[src/rtl/rc_pulse_pkg.sv]
// rc_pulse_pkg: shared constants and helpers for the RC pulse encoder.
//   MIN_US      - pulse width for command 0, in microseconds
//   US_PER_STEP - microseconds added per command step
//   CMD_MAX     - largest meaningful command; larger values saturate
//   sat_cmd()   - clamps a raw command to 0..CMD_MAX
//   width_us()  - converts a saturated command to a pulse width in microseconds
package rc_pulse_pkg;

    localparam int         MIN_US      = 1000;
    localparam int         US_PER_STEP = 4;
    localparam logic [7:0] CMD_MAX     = 8'd250;

    function automatic logic [7:0] sat_cmd(input logic [7:0] c);
        return (c > CMD_MAX) ? CMD_MAX : c;
    endfunction

    // 1000 + 4*250 = 2000 is the largest result, so 11 bits always suffice.
    function automatic logic [10:0] width_us(input logic [7:0] a);
        return 11'(MIN_US) + 11'(US_PER_STEP) * {3'b000, a};
    endfunction

endpackage

[src/rtl/us_prescaler.sv]
// us_prescaler: divides clk down to a one-cycle tick once per microsecond.
//   clk     - system clock
//   rst_n   - asynchronous active-low reset
//   us_tick - high for one cycle when the prescaler is at TICKS_PER_US-1
module us_prescaler #(
    parameter int TICKS_PER_US = 50
) (
    input  logic clk,
    input  logic rst_n,
    output logic us_tick
);

    localparam int PRE_W = $clog2(TICKS_PER_US);

    logic [PRE_W-1:0] pre;

    assign us_tick = (pre == PRE_W'(TICKS_PER_US - 1));

    always_ff @(posedge clk or negedge rst_n) begin
        if (!rst_n) begin
            pre <= '0;
        end else if (us_tick) begin
            pre <= '0;
        end else begin
            pre <= pre + PRE_W'(1);
        end
    end

endmodule

[src/rtl/rc_pulse_transmitter.sv]
// rc_pulse_transmitter: servo-style pulse encoder, one 1000..2000 us pulse
// per frame on pulse_out.
//   clk, rst_n   - system clock, asynchronous active-low reset
//   cmd          - 8-bit channel command (0 -> 1000 us, 250+ -> 2000 us)
//   cmd_valid    - cmd is presented
//   cmd_ready    - pending buffer empty
//   arm          - output enable, sampled at frame boundaries
//   pulse_out    - registered pulse line
//   frame_strobe - one-cycle pulse at the start of each frame's pulse slot
//   stale        - failsafe active, width held at 1000 us
//
// Handshake: a command transfers on any rising edge where cmd_valid and
// cmd_ready are both high; cmd_ready does not depend on cmd_valid, and a
// presented command may be held for any number of cycles until it transfers.
module rc_pulse_transmitter
    import rc_pulse_pkg::*;
#(
    parameter int TICKS_PER_US   = 50,
    parameter int FRAME_US       = 2500,
    parameter int TIMEOUT_FRAMES = 20
) (
    input  logic       clk,
    input  logic       rst_n,
    input  logic [7:0] cmd,
    input  logic       cmd_valid,
    output logic       cmd_ready,
    input  logic       arm,
    output logic       pulse_out,
    output logic       frame_strobe,
    output logic       stale
);

    localparam int CNT_W  = $clog2(FRAME_US);
    localparam int MISS_W = $clog2(TIMEOUT_FRAMES + 1);

    logic              us_tick;
    logic              fb;
    logic              accept;
    logic [CNT_W-1:0]  us_cnt;
    logic [CNT_W-1:0]  us_cnt_nxt;
    logic [7:0]        pend;
    logic              pend_full;
    logic [7:0]        active;
    logic [7:0]        active_nxt;
    logic [MISS_W-1:0] miss_cnt;
    logic [MISS_W-1:0] miss_nxt;
    logic              stale_nxt;
    logic              arm_f;
    logic              arm_f_nxt;
    logic              pulse_nxt;

    us_prescaler #(
        .TICKS_PER_US(TICKS_PER_US)
    ) u_pre (
        .clk    (clk),
        .rst_n  (rst_n),
        .us_tick(us_tick)
    );

    assign fb        = us_tick && (us_cnt == CNT_W'(FRAME_US - 1));
    assign cmd_ready = !pend_full;
    assign accept    = cmd_valid && cmd_ready;

    always_comb begin
        us_cnt_nxt = us_cnt;
        active_nxt = active;
        miss_nxt   = miss_cnt;
        stale_nxt  = stale;
        arm_f_nxt  = arm_f;

        if (us_tick) begin
            us_cnt_nxt = fb ? '0 : us_cnt + CNT_W'(1);
        end

        if (fb) begin
            arm_f_nxt = arm;
            if (pend_full) begin
                active_nxt = sat_cmd(pend);
                miss_nxt   = '0;
                stale_nxt  = 1'b0;
            end else begin
                if (miss_cnt != MISS_W'(TIMEOUT_FRAMES)) begin
                    miss_nxt = miss_cnt + MISS_W'(1);
                end
                if (miss_nxt == MISS_W'(TIMEOUT_FRAMES)) begin
                    active_nxt = '0;
                    stale_nxt  = 1'b1;
                end
            end
        end

        // Compare against the post-update counter and width so the
        // registered line rises exactly one cycle after the frame boundary.
        pulse_nxt = arm_f_nxt && (us_cnt_nxt < CNT_W'(width_us(active_nxt)));
    end

    always_ff @(posedge clk or negedge rst_n) begin
        if (!rst_n) begin
            us_cnt       <= '0;
            pend         <= '0;
            pend_full    <= 1'b0;
            active       <= '0;
            miss_cnt     <= MISS_W'(TIMEOUT_FRAMES);
            stale        <= 1'b1;
            arm_f        <= 1'b0;
            pulse_out    <= 1'b0;
            frame_strobe <= 1'b0;
        end else begin
            us_cnt       <= us_cnt_nxt;
            active       <= active_nxt;
            miss_cnt     <= miss_nxt;
            stale        <= stale_nxt;
            arm_f        <= arm_f_nxt;
            pulse_out    <= pulse_nxt;
            frame_strobe <= fb;
            // Draining at a boundary and accepting are exclusive, since
            // acceptance needs the buffer empty.
            if (fb && pend_full) begin
                pend_full <= 1'b0;
            end else if (accept) begin
                pend      <= cmd;
                pend_full <= 1'b1;
            end
        end
    end

endmodule

[config.mk]
export PLATFORM = sky130hd
export DESIGN_NAME = rc_pulse_transmitter
export DESIGN_NICKNAME = d
export VERILOG_FILES = /design/src/rtl/rc_pulse_pkg.sv /design/src/rtl/us_prescaler.sv /design/src/rtl/rc_pulse_transmitter.sv
export SDC_FILE = /design/constraint.sdc
export NUM_CORES = 1
export LEC_CHECK = 0
export ABC_AREA = 1
export BUFFER_PORTS_ARGS = -buffer_cell sky130_fd_sc_hd__buf_2
export CORE_ASPECT_RATIO = 1.1
export CORE_MARGIN = 2
export CORE_UTILIZATION = 50
export CTS_CLUSTER_DIAMETER = 120
export DETAILED_ROUTE_END_ITERATION = 8
export PLACE_DENSITY = 0.68
export SYNTH_ARGS = -nofsm -noshare
export SYNTH_HDL_FRONTEND = slang
export SYNTH_SLANG_ARGS = --single-unit
[constraint.sdc]
create_clock -name clk -period 3.97 [get_ports clk]
set_clock_uncertainty 0.2 [all_clocks]
set_input_delay 0.5955 -clock clk [delete_from_list [all_inputs] [get_ports clk]]
set_output_delay 0.5955 -clock clk [all_outputs]
set_load 0.02 [all_outputs]
## Yosys cells after proc, flatten, opt, wreduce, memory -nomap -nowiden

Cells that the tools add are included.

| word-level totals | value |
|---|---|
| bits in registers | 44 |
| input bits | 12 |
| output and inout bits | 4 |
| word-level logic and storage cells | 46 |

| operators by class | value |
|---|---|
| add/sub/neg operators | 4 |
| $lt $le $gt $ge | 2 |
| equality and inequality tests | 4 |
| muxes and demuxes | 16 |
| bitwise logic cells | 1 |
| reduce and logical (&&, ||, !) cells | 9 |

Operator list:

| cell | count |
|---|---|
| $mux 8 | 4 |
| $mux 12 | 2 |
| $mux 5 | 4 |
| $add 12x1->12 const B | 1 |
| $eq 12x12->1 const B | 1 |
| $lt 12x11->1 | 1 |
| $add 10x10->11 const A | 1 |
| $gt 8x8->1 const B | 1 |
| $add 6x1->6 const B | 1 |
| $eq 6x6->1 const B | 1 |
| $mux 6 | 1 |
| $add 5x1->5 const B | 1 |
| $eq 5x5->1 const B | 1 |
| $mux 1 | 5 |
| $ne 5x5->1 const B | 1 |
| $logic_and 1x1->1 | 4 |
| $reduce_and 2->1 | 2 |
| $reduce_bool 2->1 | 2 |
| $logic_not 1->1 | 1 |
| $not 1->1 | 1 |

## Logic depth before layout (Yosys ltp)

Gate-level depths: netlist of the first run.

| depth | value |
|---|---|
| depth in word-level cells | 11 |
| gate-level depth with buffers | 23 |
| mapped depth without buffers | 23 |

## Hierarchy

Synthesis of the first run repeated with hierarchy kept, for this count alone.

| second synthesis, totals | value |
|---|---|
| cell total of the unflattened synthesis | 296 |
| area total of the unflattened synthesis | 2474.9 sq um |

By module, submodules not included:

| module | times used | cells an instance | area each (sq um) | seq. area each (sq um) |
|---|---|---|---|---|
| rc_pulse_transmitter | 1 | 262 | 2177.1 | 954.7 |
| us_prescaler | 1 | 34 | 297.8 | 150.1 |

## Worst setup path after synthesis of the first run

No wires, ideal clock.

| timing path | value |
|---|---|
| path kind | register to register |
| start | register miss_cnt[0] |
| end | register pulse_out |
| library setup time | 77 ps |
| arrival time | 2665 ps |
| data required time | 3693 ps |
| path slack | 1028 ps |
| stages on the path, launching flop included | 24 |
| buffers on the path | 0 |
| clock period less this slack | 2942 ps |
| path through | dfrtp_1 -> inv_1 -> ha_1 -> nand2_1 -> inv_1 -> nand2_2 -> nand2_1 -> nand2_1 -> nor2_2 -> nor2_8 -> nand2_8 -> nand2_1 -> nand2_1 -> ha_1 -> nor2_4 -> nand2_1 -> nand2_1 -> nand2_1 -> ha_1 -> a21oi_1 -> nor2_1 -> nor3_1 -> o211ai_1 -> a21oi_1 |

| on the way | value |
|---|---|
| word-level cells in the longest chain between the ends | 11 |
| elaborated cells between the ends (all ways) | 12 |
| classes of those cells | 2 x add/sub; 1 x order compare; 2 x eq/ne; 6 x mux; 1 x reduce/logical |

RTL lines:

| item | RTL line | source |
|---|---|---|
| from (decl) | rc_pulse_transmitter.sv:45 | `logic [MISS_W-1:0] miss_cnt;` |
| from (signal assigned) | rc_pulse_transmitter.sv:103 | `miss_cnt <= MISS_W'(TIMEOUT_FRAMES);` |
| from (signal assigned) | rc_pulse_transmitter.sv:111 | `miss_cnt <= miss_nxt;` |
| $add 5x1->5 or $ne 5x5->1 (tied branches) | rc_pulse_transmitter.sv:83, rc_pulse_transmitter.sv:82 |  |
| $mux 5 (*) | rc_pulse_transmitter.sv:82 | `if (miss_cnt != MISS_W'(TIMEOUT_FRAMES)) begin` |
| $mux 5 (*) | rc_pulse_transmitter.sv:77 | `if (pend_full) begin` |
| $mux 5 (*) | rc_pulse_transmitter.sv:75 | `if (fb) begin` |
| $eq 5x5->1 (*) | rc_pulse_transmitter.sv:85 | `if (miss_nxt == MISS_W'(TIMEOUT_FRAMES)) begin` |
| $mux 8 (*) | rc_pulse_transmitter.sv:85 |  |
| $mux 8 (*) | rc_pulse_transmitter.sv:77 |  |
| $mux 8 (*) | rc_pulse_transmitter.sv:75 |  |
| net active_nxt[1] | rc_pulse_transmitter.sv:44 | `logic [7:0] active_nxt;` |
| $add 10x10->11 (*) | rc_pulse_pkg.sv:19 | `return 11'(MIN_US) + 11'(US_PER_STEP) * {3'b000, a};` |
| $lt 12x11->1 (*) | rc_pulse_transmitter.sv:94 | `pulse_nxt = arm_f_nxt && (us_cnt_nxt < CNT_W'(width_us(active_nxt)));` |
| $logic_and 1x1->1 (*) | rc_pulse_transmitter.sv:94 |  |
| net pulse_nxt | rc_pulse_transmitter.sv:50 | `logic pulse_nxt;` |
| to (signal assigned) | rc_pulse_transmitter.sv:114 | `pulse_out <= pulse_nxt;` |
| to (decl) | rc_pulse_transmitter.sv:28 | `output logic pulse_out,` |

Mark *: on every way through the listed nets, which the timed path passes. The rest lies on a longest branch. The select of a mux whose other input is x is not followed.
A chain may end at the register's enable or synchronous reset.

## Worst setup path in the final report of the first run

| timing path | value |
|---|---|
| start | register u_pre.pre[1] |
| end | register pulse_out |

| on the way | value |
|---|---|
| word-level cells in the longest chain between the ends | 6 |
| elaborated cells between the ends (all ways) | 9 |
| classes of those cells | 1 x add/sub; 1 x order compare; 1 x eq/ne; 4 x mux; 2 x reduce/logical |

RTL lines:

| item | RTL line | source |
|---|---|---|
| from (decl) | us_prescaler.sv:15 | `logic [PRE_W-1:0] pre;` |
| from (signal assigned) | us_prescaler.sv:25 | `pre <= pre + PRE_W'(1);` |
| $eq 6x6->1 | us_prescaler.sv:17 | `assign us_tick = (pre == PRE_W'(TICKS_PER_US - 1));` |
| $logic_and 1x1->1 | rc_pulse_transmitter.sv:60 | `assign fb = us_tick && (us_cnt == CNT_W'(FRAME_US - 1));` |
| $mux 8 | rc_pulse_transmitter.sv:75 |  |
| net active_nxt[1] | rc_pulse_transmitter.sv:44 |  |
| $add 10x10->11 | rc_pulse_pkg.sv:19 |  |
| $lt 12x11->1 | rc_pulse_transmitter.sv:94 |  |
| $logic_and 1x1->1 | rc_pulse_transmitter.sv:94 |  |
| net pulse_nxt | rc_pulse_transmitter.sv:50 |  |

The timed path passes the listed nets, and every way through them passes these cells.

==> results of run 1 <==
## flip-flops by register name (all words and copies together) (netlist names)
name          count
active            8
arm_f             1
frame_strobe      1
miss_cnt          5
pend              8
pend_full         1
pulse_out         1
stale             1
u_pre.pre         6
us_cnt           12
## area by class of cell
class,count,area [sq um],share of cell area [%]
Multi-Input combinational cell,204,1210,43.5
Sequential cell,44,1100,39.8
Inverter,53,199,7.17
Timing Repair Buffer,15,75.1,2.71
Tap cell,58,72.6,2.62
Clock buffer,5,68.8,2.48
Clock inverter,3,46.3,1.67
## through the flow
stage               cell area [sq um]  hold WS (ps)  setup slack (ps)  util (%)
finish                           2770           244               662      56.2
global route                     2770           287               284      56.2
CTS                              2770           274               637      56.2
detailed placement               2660           281               661      53.9
global placement                 2660           266               781      53.9
floorplan                        2520          99.9              1030         -
## cell usage after synthesis, types with 2 or more instances
cell type                   n
sky130_fd_sc_hd__xor2_1     5
sky130_fd_sc_hd__a21oi_1   16
sky130_fd_sc_hd__nor2_2     4
sky130_fd_sc_hd__inv_1     49
sky130_fd_sc_hd__nand3_1   18
sky130_fd_sc_hd__nor3_1     6
sky130_fd_sc_hd__a21oi_4    3
sky130_fd_sc_hd__ha_1      14
sky130_fd_sc_hd__nand4_1    7
sky130_fd_sc_hd__dfstp_2    3
sky130_fd_sc_hd__o21a_1     2
sky130_fd_sc_hd__o21ai_0   14
sky130_fd_sc_hd__nand2_1   67
sky130_fd_sc_hd__clkbuf_1   2
sky130_fd_sc_hd__nor2_4     2
sky130_fd_sc_hd__dfrtp_1   41
sky130_fd_sc_hd__inv_2      4
sky130_fd_sc_hd__nor3_2     2
sky130_fd_sc_hd__or2_2      4
sky130_fd_sc_hd__nor2_1    21
sky130_fd_sc_hd__nand2_2    4
## cell families (layout without fill, tap and decap cells)
family                   count (synthesis)  in the layout  share of synthesized area (%)
AO/OA/AOI/OAI                           41             41                           10.4
XOR/XNOR                                 6              6                           2.09
adder cells (fa/ha/maj)                 14             14                           6.95
buffers and inverters                   55             76                           8.20
flip-flops                              44             44                           43.9
AND/OR/NAND/NOR                        143            143                           28.5
## power by group through the flow
stage               logic (mW)  clock network (mW)  registers, mW
finish                  0.0302               0.353          0.463
global route            0.0348               0.380          0.464
CTS                     0.0316               0.359          0.463
detailed placement      0.0312                   0          0.472
global placement        0.0311                   0          0.472
floorplan               0.0131                   0          0.471
## worst max-delay path by stage
| stage | start | end | slack, ps | depth (start not counted) |
|---|---|---|---|---|
| 6_report | u_pre.pre[1] | pulse_out | 660 | 20 |
| 5_1_grt | u_pre.pre[1] | pulse_out | 280 | 19 |
| 4_1_cts | u_pre.pre[1] | pulse_out | 640 | 20 |
| 3_5_place_dp | u_pre.pre[1] | pulse_out | 660 | 20 |
| 3_3_place_gp | u_pre.pre[1] | pulse_out | 780 | 20 |
| 2_1_floorplan | miss_cnt[0] | pulse_out | 1030 | 23 |
## worst max-delay path, stage by stage, from the launching register on
cell	delay [ps]
sky130_fd_sc_hd__dfrtp_1	400
sky130_fd_sc_hd__inv_1	60
sky130_fd_sc_hd__ha_1	130
sky130_fd_sc_hd__nand2_1	90
sky130_fd_sc_hd__nor2_4	290
sky130_fd_sc_hd__nand3_4	190
sky130_fd_sc_hd__nor2_8	170
sky130_fd_sc_hd__nand2_8	100
sky130_fd_sc_hd__nand2_1	70
sky130_fd_sc_hd__nand2_1	90
sky130_fd_sc_hd__ha_1	250
sky130_fd_sc_hd__nor2_4	140
sky130_fd_sc_hd__nand2_1	60
sky130_fd_sc_hd__nand2_1	50
sky130_fd_sc_hd__nand2_1	50
sky130_fd_sc_hd__ha_1	280
sky130_fd_sc_hd__a21oi_1	130
sky130_fd_sc_hd__nor2_1	50
sky130_fd_sc_hd__nor3_1	180
sky130_fd_sc_hd__o211ai_1	110
sky130_fd_sc_hd__a21oi_1	140
## layer usage
metal / part of all wire (%) / routed length [um] / global-route usage (%) / up-vias
li1: - / - / - / 1014
met1: 46 / 2130 / 24.6 / 907
met2: 51 / 2370 / 31.7 / 24
met3: 2.4 / 111 / 3.47 / 7
met4: 1.2 / 58 / 5.09 / 0
met5: 0 / 0 / 0 / -
==> flow_summary.ini, run 1 <==
[grt]
gr-total-overflow = 0
first_global_vias = 1796
grt_antenna_before_repair = 0
grtUsageTotal_pct = 18.7
maximum_number_of_pins_on_one_net_before_global_route_repair = 45
grt_first_pass_wirelength_mm = 8.25

[timing]
hold_viol_final = 0
setup-tns-final_ps = 0
slew_at_the_pin_closest_to_its_max_slew_limit_ps = 958
period_share_pct = 83.3
setup_viol = 0
fin_max_slew_vios = 0
achievable-frequency_mhz = 302
rsz_0062_raised_after_global_routing = no
timing.max_slew.rel_slack_pct = 36.1
final_period_minus_worst_setup_slack_ps = 3310

[layout]
fill_cells = 454
mostFrequentLayoutCell = sky130_fd_sc_hd__nand2_1
layout.cells.non_filler = 382
syn2layout_area_growth_pct = 10.1
net_count_reported_at_finish = 349
post_route_cells_drive_above_1_share_pct = 17.0
mostFrequentLayoutCells = sky130_fd_sc_hd__nand2_1, sky130_fd_sc_hd__inv_1, sky130_fd_sc_hd__dfrtp_1
num_antenna_cells = 0

[critical_path]
critical_path.max_fanout = 15
critical_path.reg2reg.endpoint = pulse_out
critical_path.reg2reg.startpoint = u_pre.pre[1]
start_kind = flop
timing.critical_path.to_type = flop
r2r_cells = 20
critical_path_arrival_ps = 3330
setup.reg_to_reg.worst_slack_ps = 660
cp.required_ps = 3990
criticalPathCategory = reg -> reg

[power]
sequential_share_of_power_pct = 54.7
power_frac_comb_pct = 3.6
max-vdd-ir-drop_mv = 0.186
p_clk_share_pct = 41.7
cellPowerDensity_mw_per_mm2 = 305
report.power.total_mw = 0.846
power_report.internal_total_mw = 0.658
power_switching_share_pct = 22.3
p_switching_mw = 0.189
static-leakage-power_nw = 1.46

[status]
outcome = completed

[die]
die_area_sq_mm = 0.00562
die_y_um = 78.4
std_cell_rows = 27
floorplan.initialDensity_pct = 51.1
io_pins = 16
floorplan.die.width_um = 71.7
core_area_sq_mm = 0.00493

[yosys]
ys_dominant_reg_cell = sky130_fd_sc_hd__dfrtp_1
synth-seq-cells = 44
synth_area_sq_mm = 0.00252
netlist.area_leader.share_pct = 40.7
yosysWarningCount = 0
post_synth.cell_area_avg_sq_um = 8.31
mappedNetlistNets = 329
top_cell_type_by_total_area_after_synthesis = sky130_fd_sc_hd__dfrtp_1
seq_area_frac_synth_pct = 43.9
netlist-cell-type-count = 36
post_synth_main_area_contributors = sky130_fd_sc_hd__dfrtp_1, sky130_fd_sc_hd__nand2_1, sky130_fd_sc_hd__inv_1, sky130_fd_sc_hd__ha_1, sky130_fd_sc_hd__nand3_1
syn-instance-count = 303
postSynth.asyncResetShare_pct = 100
synth-edff-count = 0

[clock_tree]
worstSkewPairLatency_ps = 300
cts_tree = yes
cts_resized = 0
cts-buffers-inserted = 5
clkSinkCount = 44
cts.root.buffer_cell = sky130_fd_sc_hd__clkbuf_8
cts.repair_timing.setup_buffer_count = 0
cts-hold-fix-buffers = 0
htree_num_levels = 2
clk_transition_reported_paths_ps = 90
cts-root-to-sink-buffers = 2

[min_path]
worstHoldPathType = in -> async

[drt]
drtIter0Drc = 148
drc = 0
drt-pass1-iter-count = 4
vias_per_cell = 5.11
via_count = 1952
drt-wirelength-per-cell_um = 12.2
detail_route.wirelength_mm = 4.66
antenna_left = 0

[flow_run]
maxCapViolCount = 0

[placement]
dp_hpwl_mm = 3.60
place_congestion = 0.865
io_buffers = 15
dpl.cell_count = 374
No activity file was read; power rests on OpenSTA's default activity.
==> run 2: changes to the inputs <==
--- a/config.mk
+++ b/config.mk
@@ -12,7 +12,7 @@
 export CORE_UTILIZATION = 50
 export CTS_CLUSTER_DIAMETER = 120
 export DETAILED_ROUTE_END_ITERATION = 8
-export PLACE_DENSITY = 0.68
+export PLACE_DENSITY = 0.7
 export SYNTH_ARGS = -nofsm -noshare
 export SYNTH_HDL_FRONTEND = slang
 export SYNTH_SLANG_ARGS = --single-unit
==> constraint.sdc (replaced) <==
create_clock -name clk -period 3 [get_ports clk]
set_clock_uncertainty 0.2 [all_clocks]
set_input_delay 0.45 -clock clk [delete_from_list [all_inputs] [get_ports clk]]
set_output_delay 0.45 -clock clk [all_outputs]
set_load 0.02 [all_outputs]
==> run 2 against run 1 <==
Die area stayed put. Worst hold slack lost 140 ps. Flip-flop and latch count unchanged. The run now ends with negative setup slack left. Clock power is 32% higher. Critical path type unchanged.
==> flow_summary.ini, run 2 (synthesized netlist as in run 1, its figures left out) <==
[status]
outcome = finished with violations
violations = negative setup slack

[drt]
drtIter0Drc = 98
via_count = 2036
vias_per_cell = 5.04
drc = 0
antenna_left = 0
detail_route.wirelength_mm = 5.00
drt-pass1-iter-count = 4
drt-wirelength-per-cell_um = 12.4

[power]
cellPowerDensity_mw_per_mm2 = 376
static-leakage-power_nw = 1.58
power_frac_comb_pct = 3.6
power_report.internal_total_mw = 0.870
p_switching_mw = 0.251
power_switching_share_pct = 22.4
p_clk_share_pct = 41.7
max-vdd-ir-drop_mv = 0.279
sequential_share_of_power_pct = 54.7

[layout]
fill_cells = 434
mostFrequentLayoutCell = sky130_fd_sc_hd__nand2_1
num_antenna_cells = 0
regMostFlops = us_cnt
final_design_area_no_fill_sq_mm = 0.00298
net_count_reported_at_finish = 371
post_route_cells_drive_above_1_share_pct = 24.3
reg.largest.list = us_cnt: 12 flops, active: 8 flops, pend: 8 flops
syn2layout_area_growth_pct = 18.3
mostFrequentLayoutCells = sky130_fd_sc_hd__nand2_1, sky130_fd_sc_hd__inv_1, sky130_fd_sc_hd__dfrtp_1
largest_reg_flops = 12

[timing]
setup-tns-final_ps = -117
fin_worst_hold_slack_ps = 102
hold_viol_final = 0
timing.max_slew.rel_slack_pct = 35.3
period_share_pct = 104
fin_max_slew_vios = 0
final_period_minus_worst_setup_slack_ps = 3120
slew_at_the_pin_closest_to_its_max_slew_limit_ps = 970
setup_viol = 1
achievable-frequency_mhz = 321
layout_setup_ws_ps = -117
rsz_0062_raised_after_global_routing = yes

[critical_path]
critical_path.reg2reg.endpoint = pulse_out
critical_path.max_fanout = 5
cpMaxStageDelayCell = sky130_fd_sc_hd__dfrtp_1
path_buf_inv = 1
number_of_cells_on_the_critical_path = 19
worst_path_cell_trace = ha_1 > nand3_1 > xor2_2 > nand3_2 > nand2_4 > nand2_8 > buf_12 > a21oi_4 > nand2_2 > nor2_4 > nand2_1 > nand2_1 > nand2_1 > ha_1 > a21oi_1 > nor2_1 > nor3_1 > o211ai_1 > a21oi_1
worst_path_most_repeated_cell = sky130_fd_sc_hd__nand2_1
criticalPathCategory = reg -> reg
cpPeakStageDelay_ps = 430
critPathCapture = pulse_out
critical_path.startpoint = miss_cnt[0]
critical_path_arrival_ps = 3150
timing.critical_path.to_type = flop
start_kind = flop
cp.required_ps = 3030
timing.critical_path.max_delay_family = simple AND/OR/NAND/NOR gates
setup.reg_to_reg.worst_slack_ps = -120
critical_path.reg2reg.startpoint = miss_cnt[0]
r2r_cells = 19

[die]
core_area_sq_mm = 0.00493
die_area_sq_mm = 0.00562
floorplan.die.width_um = 71.7
floorplan.initialDensity_pct = 51.1
io_pins = 16
die_y_um = 78.4
std_cell_rows = 27

[grt]
grt_antenna_before_repair = 0
maximum_number_of_pins_on_one_net_before_global_route_repair = 45
first_global_vias = 1993
gr-total-overflow = 0
grt_first_pass_wirelength_mm = 8.74
grtUsageTotal_pct = 19.7

[clock_tree]
cts-root-to-sink-buffers = 2
cts-buffers-inserted = 5
htree_num_levels = 2
clkSinkCount = 44
worstSkewPairLatency_ps = 300
cts.root.buffer_cell = sky130_fd_sc_hd__clkbuf_8
cts-hold-fix-buffers = 0
cts_tree = yes
clk_transition_reported_paths_ps = 90

[placement]
dp_hpwl_mm = 3.96
place_ws_ps = -99.5
place_congestion = 0.848
io_buffers = 15
place_area_sq_mm = 0.00282

[flow_run]
maxCapViolCount = 0

[min_path]
worstHoldPathType = in -> async
-- run 2: cell type report --
cell class / count / area [sq um] / area share, %
Multi-Input combinational cell: 204 / 1230 / 41.4
Sequential cell: 44 / 1100 / 37.1
Timing Repair Buffer: 37 / 253 / 8.48
Inverter: 53 / 199 / 6.68
Tap cell: 58 / 72.6 / 2.44
Clock buffer: 5 / 68.8 / 2.31
Clock inverter: 3 / 47.5 / 1.60
-- run 2: timing repair --
action / 4_1_cts / 5_1_grt
resized for setup: 2 / 6
pin swaps: 0 / 6
endpoints found under the hold margin: 0 / 0
setup endpoints to repair: 1 / 1
buffers inserted: 1 / 1
-- run 2: layer usage --
metal | routed length [um] | vias up | global-route usage (%)
met3 | 136 | 6 | 3.59
met5 | 0 | - | 0
met4 | 56 | 0 | 6.04
met1 | 2210 | 955 | 23.8
met2 | 2590 | 29 | 35.2
li1 | - | 1046 | -
-- run 2: power groups by stage --
stage,combinational (mW),sequential [mW],clock [mW]
floorplan,0.0174,0.623,0
global route,0.0482,0.615,0.511
finish,0.0404,0.613,0.467
CTS,0.0420,0.613,0.480
global placement,0.0409,0.624,0
detailed placement,0.0418,0.625,0
-- run 2: how the worst min path moves through the flow --
stage	start	endpoint	slack, ps	cells past startpoint
6_report	rst_n	us_cnt[10]	100	1
5_1_grt	cmd[7]	pend[7]	130	3
4_1_cts	cmd[7]	pend[7]	130	3
3_5_place_dp	active[0]	active[0]	290	2
3_3_place_gp	active[0]	active[0]	290	2
2_1_floorplan	rst_n	active[0]	-50	0
-- run 2: through the flow --
step	std cells	util, %	power (mW)
2_1_floorplan	303	-	0.640
3_3_place_gp	394	57.2	0.665
3_5_place_dp	394	57.2	0.667
4_1_cts	403	59.8	1.14
5_1_grt	404	60.4	1.17
6_report	404	60.4	1.12
==> run 3: changes to the inputs <==
--- a/config.mk
+++ b/config.mk
@@ -7,12 +7,11 @@
 export LEC_CHECK = 0
 export ABC_AREA = 1
 export BUFFER_PORTS_ARGS = -buffer_cell sky130_fd_sc_hd__buf_2
-export CORE_ASPECT_RATIO = 1.1
 export CORE_MARGIN = 2
 export CORE_UTILIZATION = 50
 export CTS_CLUSTER_DIAMETER = 120
 export DETAILED_ROUTE_END_ITERATION = 8
-export PLACE_DENSITY = 0.7
+export PLACE_DENSITY = 0.68
 export SYNTH_ARGS = -nofsm -noshare
 export SYNTH_HDL_FRONTEND = slang
 export SYNTH_SLANG_ARGS = --single-unit
==> constraint.sdc (replaced) <==
create_clock -name clk -period 3.9 [get_ports clk]
set_clock_uncertainty 0.2 [all_clocks]
set_input_delay 0.585 -clock clk [delete_from_list [all_inputs] [get_ports clk]]
set_output_delay 0.585 -clock clk [all_outputs]
set_load 0.02 [all_outputs]
==> run 3 against run 2 <==
The flow now finishes without violations. Non-clock buffer count shrank 22. Via count shrank 7.3%. Routed wire length shrank 8.9%. Power shrank 24%. Design area shrank 6.6%. First-iteration DRC count shrank 39%. Die area is essentially flat. Critical path depth grew 1. Sequential share of layout area grew 2.6 points. Utilization shrank 2.3 points. Cell count shrank 3.2%. Worst setup slack gained 730 ps. Critical path type unchanged. Largest power group unchanged. Highest routed layer unchanged.
==> flow_summary.ini, run 3 (synthesized netlist as in run 1, its figures left out) <==
[drt]
detailed_route_wirelength_on_metal3_um = 76
drc = 0
detail_route.wirelength_mm = 4.55
highest-signal-layer = met4
drt-wirelength-per-cell_um = 11.6
drt-pass1-iter-count = 4
wl_met1_mm = 2.31
via_count = 1888
vias_per_cell = 4.83
met2_wirelength_mm = 2.13
antenna_left = 0
drtIter0Drc = 60

[die]
std_cell_rows = 25
die_area_sq_mm = 0.00562
core_area_sq_mm = 0.00479
floorplan.die.width_um = 75.0
die_y_um = 75.0
floorplan.initialDensity_pct = 52.6
io_pins = 16

[critical_path]
start_kind = flop
cp.required_ps = 3910
worst_path_cell_trace = inv_1 > ha_1 > nand2_1 > nor2_4 > nand3_4 > nor2_8 > nand2_8 > nand2_1 > nand2_1 > ha_1 > nor2_4 > nand2_1 > nand2_1 > nand2_1 > ha_1 > a21oi_1 > nor2_1 > nor3_1 > o211ai_1 > a21oi_1
path_buf_inv = 1
critical_path.max_fanout = 15
timing.critical_path.max_delay_family = simple AND/OR/NAND/NOR gates
criticalPathCategory = reg -> reg
cpPeakStageDelay_ps = 400
timing.critical_path.to_type = flop
critical_path_arrival_ps = 3300
cpMaxStageDelayCell = sky130_fd_sc_hd__dfrtp_1
worst_path_most_repeated_cell = sky130_fd_sc_hd__nand2_1

[clock_tree]
worstSkewPairLatency_ps = 290
cts_resized = 0
clkSinkCount = 44
cts.repair_timing.setup_buffer_count = 0
cts-hold-fix-buffers = 0
htree_num_levels = 2
cts-buffers-inserted = 5
clk_transition_reported_paths_ps = 80
cts-root-to-sink-buffers = 2
cts_tree = yes
cts.root.buffer_cell = sky130_fd_sc_hd__clkbuf_8

[layout]
mostFrequentLayoutCells = sky130_fd_sc_hd__nand2_1, sky130_fd_sc_hd__inv_1, sky130_fd_sc_hd__dfrtp_1
net_count_reported_at_finish = 349
num_antenna_cells = 0
post_route_cells_drive_above_1_share_pct = 17.0
largest_reg_flops = 12
reg.largest.list = us_cnt: 12 flops, active: 8 flops, pend: 8 flops
syn2layout_area_growth_pct = 10.4
regMostFlops = us_cnt
final_design_area_no_fill_sq_mm = 0.00278
fill_cells = 454
post-route-util_pct = 58.1
mostFrequentLayoutCell = sky130_fd_sc_hd__nand2_1

[timing]
timing.max_slew.rel_slack_pct = 36.3
achievable-frequency_mhz = 305
rsz_0062_raised_after_global_routing = no
slew_at_the_pin_closest_to_its_max_slew_limit_ps = 955
setup_viol = 0
hold_viol_final = 0
layout_setup_ws_ps = 617
fin_max_slew_vios = 0
period_share_pct = 84.2
setup-tns-final_ps = 0
final_period_minus_worst_setup_slack_ps = 3280

[power]
p_switching_mw = 0.181
power_switching_share_pct = 21.3
max-vdd-ir-drop_mv = 0.245
power_frac_comb_pct = 3.6
cellPowerDensity_mw_per_mm2 = 304
power_report.internal_total_mw = 0.666
sequential_share_of_power_pct = 55.7
static-leakage-power_nw = 1.46
p_clk_share_pct = 40.7

[placement]
place_area_sq_mm = 0.00267
place_congestion = 0.853
place_ws_ps = 637
dp_hpwl_mm = 3.56
io_buffers = 15

[min_path]
worstHoldPathType = in -> async

[grt]
grt_first_pass_wirelength_mm = 7.76
grt_antenna_before_repair = 0
gr-total-overflow = 0
grtUsageTotal_pct = 18.2
first_global_vias = 1705
maximum_number_of_pins_on_one_net_before_global_route_repair = 45

[status]
outcome = completed

[flow_run]
maxCapViolCount = 0
run 3: cell count changes in the layout (fill, tap and decap cells not counted), moves of 2 or more:
| cell | change |
|---|---|
| sky130_fd_sc_hd__inv_2 | -2 |
| sky130_fd_sc_hd__buf_4 | -21 |
| sky130_fd_sc_hd__inv_1 | +2 |
| sky130_fd_sc_hd__clkinv_4 | -2 |
run 3: final cells by class:
cell class / instances / area [sq um] / share of cell area (%)
timing repair buffer: 15 / 75.1 / 2.70
clock inverter: 3 / 42.5 / 1.53
sequential: 44 / 1100 / 39.7
multi-input combinational: 204 / 1210 / 43.4
clock buffer: 5 / 68.8 / 2.47
tap: 67 / 83.8 / 3.01
inverter: 53 / 199 / 7.15
run 3: worst reg2reg max path, delay by kind of cell (launching register included):
family	cells	cell delay, ps
simple gates	13	1510
flops	1	400
buf+inv	1	60
fa+ha+maj	3	660
compound gates	3	350
run 3: power by group through the flow:
stage	registers (mW)	logic, mW	clock network [mW]
after floorplan	0.479	0.0134	0
after global placement	0.480	0.0313	0
after detailed placement	0.481	0.0317	0
after CTS	0.472	0.0318	0.354
after global routing	0.473	0.0370	0.379
final	0.472	0.0306	0.344
run 3: worst paths after layout:
path	end	depth (start not counted)	from	slack, ps
hold / removal	u_pre.pre[5]	1	rst_n	240
setup / recovery	pulse_out	20	u_pre.pre[1]	620
hold reg to reg	active[0]	2	active[0]	290
min in group clk	pend[2]	3	cmd[2]	280
max in group asynchronous	active[2]	1	rst_n	2670
setup reg to reg	pulse_out	20	u_pre.pre[1]	620
run 3: metrics by stage:
step | hold slack [ps] | cells | power [mW]
5_1_grt | 283 | 391 | 0.889
3_5_place_dp | 278 | 383 | 0.512
2_1_floorplan | 89.4 | 303 | 0.492
3_3_place_gp | 269 | 383 | 0.512
4_1_cts | 274 | 391 | 0.857
6_report | 244 | 391 | 0.847
run 3: layer usage:
metal | vias up | GRT usage [%]
met2 | 12 | 28.6
met1 | 870 | 25.7
met4 | 0 | 3.57
met5 | - | 0
met3 | 4 | 4.82
li1 | 1002 | -
